===== src/rtl/seq_checker_sat_cnt8.sv =====
// 8-bit saturating event counter.
// A synchronous clear takes priority over a coincident increment.
module sat_cnt8 (
  input  logic       clk,
  input  logic       reset_n,
  input  logic       clr,
  input  logic       inc,
  output logic [7:0] cnt
);

  always_ff @(posedge clk or negedge reset_n) begin
    if (!reset_n) begin
      cnt <= 8'd0;
    end else if (clr) begin
      cnt <= 8'd0;
    end else if (inc && cnt != 8'hff) begin
      cnt <= cnt + 8'd1;
    end
  end

endmodule


===== config.mk =====
export PLATFORM = sky130hd
export DESIGN_NAME = sat_cnt8
export DESIGN_NICKNAME = d
export VERILOG_FILES = /design/src/rtl/seq_checker_sat_cnt8.sv
export SDC_FILE = /design/constraint.sdc
export NUM_CORES = 1
export LEC_CHECK = 0
export CELL_PAD_IN_SITES_DETAIL_PLACEMENT = 0
export CELL_PAD_IN_SITES_GLOBAL_PLACEMENT = 2
export CORE_MARGIN = 10
export CORE_UTILIZATION = 27
export DETAILED_ROUTE_END_ITERATION = 16
export PLACE_DENSITY = 0.84
export SLEW_MARGIN = 20
export SYNTH_ARGS = -nofsm -noshare
export SYNTH_HDL_FRONTEND = slang
export SYNTH_SLANG_ARGS = --single-unit

===== constraint.sdc =====
create_clock -name clk -period 2 [get_ports clk]
set_input_delay 0.5 -clock clk [delete_from_list [all_inputs] [get_ports clk]]
set_output_delay 0.5 -clock clk [all_outputs]
set_load 0.02 [all_outputs]

## After elaboration in Yosys (flattened, before gate mapping)

Cells that the tools add are included.

- $add $sub $neg: 1
- Eq/ne operators: 1
- Muxes and demuxes: 2
- Reductions and logical operators: 2

Operators by type and width:

| operator | count |
|---|---|
| 8-bit two-way mux | 2 |
| 8-bit by 1-bit adder with 8-bit output, second input constant | 1 |
| 8-bit inequality test, second input constant | 1 |
| 2-bit nonzero test | 1 |
| 1-bit logical AND | 1 |

- Register bits: 8
- Input bits: 4
- Output and inout bits: 8
- Word-level logic and storage cells: 7

## Logic depth before layout (Yosys ltp)

Gate-level depths: netlist (run 1).

- Word-level depth: 4
- Depth in mapped cells: 4

## Worst setup path before layout (run 1)

No wires, ideal clock.

- Path kind: flip-flop to flip-flop
- Start point: register cnt[0]
- End point: register cnt[0]
- Setup time: 0.125 ns
- Arrival time: 1.567 ns
- Required time: 1.875 ns
- Slack: 0.309 ns
- Cell stages (with the launch flop): 5
- Path buffers: 0
- Period minus slack after synthesis: 1.691 ns
- Cells stage by stage: dfrtp_1 -> ha_1 -> and4_2 -> a21boi_1 -> mux2_2

- Word-level cells in the longest chain between the ends: 3

RTL lines:

| what | RTL line | source |
|---|---|---|
| from (decl) | 8 | `output logic [7:0] cnt` |
| from (signal assigned) | 17 | `cnt <= cnt + 8'd1;` |
| 8-bit by 1-bit adder with 8-bit output / 8-bit inequality test (equally long branches) | 17, 16 |  |
| 8-bit two-way mux / 1-bit logical AND (equally long branches) | 16 | `end else if (inc && cnt != 8'hff) begin` |
| 8-bit two-way mux / 2-bit nonzero test (equally long branches) | n/a |  |

Parallel ways exist; a longest one is shown, timed or not. The select of a mux whose other input is x is not followed.
A chain may end at the register's enable or synchronous reset.

## Final worst setup path (run 1)

- Start point: register cnt[2]
- End point: output cnt[2]

No word-level cell between the ends.

==> results of run 1 <==
synthesized netlist by cell type, drive strengths merged, types with 2 or more instances:
cell type  instances
a21oi              3
and4               2
dfrtp              8
inv                2
mux2               2
nand2              2
nand2b             3
nand3              3
nor2               2
nor2b              3
nor3               4
power by group through the flow:
stage / sequential (mW) / clock [mW] / combinational (mW)
3_5_place_dp: 0.175 / 0 / 0.0435
3_3_place_gp: 0.175 / 0 / 0.0437
2_1_floorplan: 0.178 / 0 / 0.0165
5_1_grt: 0.173 / 0.139 / 0.0476
4_1_cts: 0.172 / 0.131 / 0.0439
6_report: 0.172 / 0.126 / 0.0429
final cells by class:
| cell class | instances | share of cell area, % |
|---|---|---|
| Clock buffer | 3 | 3.61 |
| Inverter | 2 | 1.20 |
| Multi-Input combinational cell | 37 | 39.8 |
| Sequential cell | 8 | 32.1 |
| Tap cell | 16 | 3.21 |
| Timing Repair Buffer | 13 | 20.1 |
logic make-up (layout without fill, tap and decap cells):
| logic type | Yosys count | after routing | share of synthesized area [%] |
|---|---|---|---|
| buf+inv | 4 | 18 | 3.50 |
| fa+ha+maj | 1 | 1 | 2.69 |
| simple gates | 24 | 24 | 31.0 |
| mux | 3 | 3 | 7.01 |
| compound gates | 9 | 9 | 12.7 |
| flops | 8 | 8 | 43.1 |
path summary, 6_finish.rpt:
| path | from | endpoint | depth (start not counted) |
|---|---|---|---|
| hold / removal | reset_n | cnt[6]$_DFFE_PN0P_ | 1 |
| max in group asynchronous | reset_n | cnt[1]$_DFFE_PN0P_ | 1 |
| hold reg to reg | cnt[7]$_DFFE_PN0P_ | cnt[7]$_DFFE_PN0P_ | 2 |
| setup / recovery | cnt[2]$_DFFE_PN0P_ | cnt[2] | 1 |
| min in group clk | cnt[7]$_DFFE_PN0P_ | cnt[7]$_DFFE_PN0P_ | 2 |
| setup reg to reg | cnt[0]$_DFFE_PN0P_ | cnt[0]$_DFFE_PN0P_ | 4 |
metal layers:
metal,vias up,wire length (um)
met2,10,448
met5,-,0
met3,0,129
li1,211,-
met4,0,0
met1,184,545
metrics by stage:
stage	cells	cell area, sq um
global placement	76	601
finish	79	623
CTS	79	623
detailed placement	76	601
floorplan	49	464
global route	79	623
==> results.cfg, run 1 <==
[status]
status = finished clean

[cts]
cts_max_level = 1
worstSkewPairLatency_ns = 0.26
cts_sinks = 8
ctsResizeCount = 0
cts-root-buf = clkbuf_4
postCtsHoldBufs = 0
numCtsBuffers = 3
clock_path_buffers = 2
cts.clk_slew.worst_paths_ns = 0.06
post_cts_buffers = 0
cts_tree = done

[global_route]
grt_start_max_net_pins = 12
grt_util_met3_pct = 4.94
grt_antenna_before_repair = 0
grt_pass1_vias = 378
met2_usage_pct = 9.02
met1_usage_pct = 8.15
top_usage_layer = met2
grt-ovfl-total = 0
grt_pass1_wl_um = 1850
track_usage_pct = 6.57

[timing]
relSlewSlack_pct = 71.5
post-route-min-period_ns = 1.85
timing.hold.ws_ns = 0.539
finalSetupViolations = 0
worst_slack_ns = 0.152
rsz0062_at_grt = no
fmax_mhz = 541
skew_ns = 0.00556
tns_ns = 0
finalHoldViolCount = 0
drv_slew = 0
post-route-period-util_pct = 92.4
worstMarginPinSlew_ns = 0.417

[critical_path]
slowest_stage = clkdlybuf4s50_1
r2r_setup_slack_ns = 0.38
cp_max_fo = 7
crit_arrival_ns = 1.35
path_buf_inv = 1
path_class = flip-flop to output port
cp.required_ns = 1.50
cp_slowest_stage_delay_ns = 0.65
path_delay_family = buffers and inverters
cp-start-kind = flip-flop
cp-end-kind = output port
cp_cell_sequence = clkdlybuf4s50_1

[synth]
avgSynthCellArea_sq_um = 9.47
yosysSeqAreaShare_pct = 43.1
ys_ff_latch = 8
synth-edff-count = 0
synthTopCellsByArea = dfrtp_1 (43%), mux2_2 (4.9%), nor3_1 (4.3%)
synth_top_area_share_pct = 43.1
synth_flop_cell = dfrtp_1
syn_nets = 54
synth_top_area_cell = dfrtp_1
ys_warn_count = 0
syn_inst = 49
yosysUniqueCellTypes = 28
syn-cell-area_sq_um = 464
async_reset_ff_share_pct = 100

[drt]
wl_per_cell_um = 14.2
viasPerCell = 5.13
totalWireLength_um = 1120
firstDrtPassIters = 4
drt_drc_violations_left = 0
ant_nets = 0
drt-initial-drc-count = 2
vias = 405

[power_and_ir_drop]
p_sw_share_pct = 25.0
clkPwrFrac_pct = 36.9
leakage_nw = 0.249
p_int_uw = 256
power.density_nw_per_um2 = 547
switchingPower_uw = 85.1
ir_drop_mv = 0.292
pwr-share-seq_pct = 50.5
p_comb_share_pct = 12.6
power.total_uw = 341

[floorplan]
die_w_um = 61.5
num_rows = 14
die-area_sq_um = 3780
ios = 12
die_h_um = 61.5
core_area_sq_um = 1560
initial_core_util_pct = 29.8

[placement]
dp_slack_ns = 0.139
port_buffers = 11
gp_congestion = 0.719
dp_hpwl_um = 843

[final_layout]
post-route-util_pct = 40.0
top_regs = cnt: 8 flops
areaGrowthSynthToFinish_pct = 34.2
regArea_sq_um = 200
drive_gt1_share_pct = 14.3
regMostFlops = cnt
layout_common_cells = clkdlybuf4s50_1 (11), dfrtp_1 (8), nor3_1 (4)
nets = 70
fill_cells = 157
multiInputGateArea_sq_um = 248
insertedDiodeCount = 0
largest_register_ffs = 8
final_common_cell = clkdlybuf4s50_1

[hold_path]
hp-class = primary input to async pin

[flow_run]
maxCapViolCount = 0
Power figures use the tool's default switching activity.
==> run 2: changes to the inputs <==
--- a/config.mk
+++ b/config.mk
@@ -5,11 +5,13 @@
 export SDC_FILE = /design/constraint.sdc
 export NUM_CORES = 1
 export LEC_CHECK = 0
+export CAP_MARGIN = 30
 export CELL_PAD_IN_SITES_DETAIL_PLACEMENT = 0
 export CELL_PAD_IN_SITES_GLOBAL_PLACEMENT = 2
 export CORE_MARGIN = 10
 export CORE_UTILIZATION = 27
 export DETAILED_ROUTE_END_ITERATION = 16
+export HOLD_SLACK_MARGIN = 0.08
 export PLACE_DENSITY = 0.84
 export SLEW_MARGIN = 20
 export SYNTH_ARGS = -nofsm -noshare
==> results of run 2 <==
No change in the layout: final DEF, timing and power equal those of run 1.
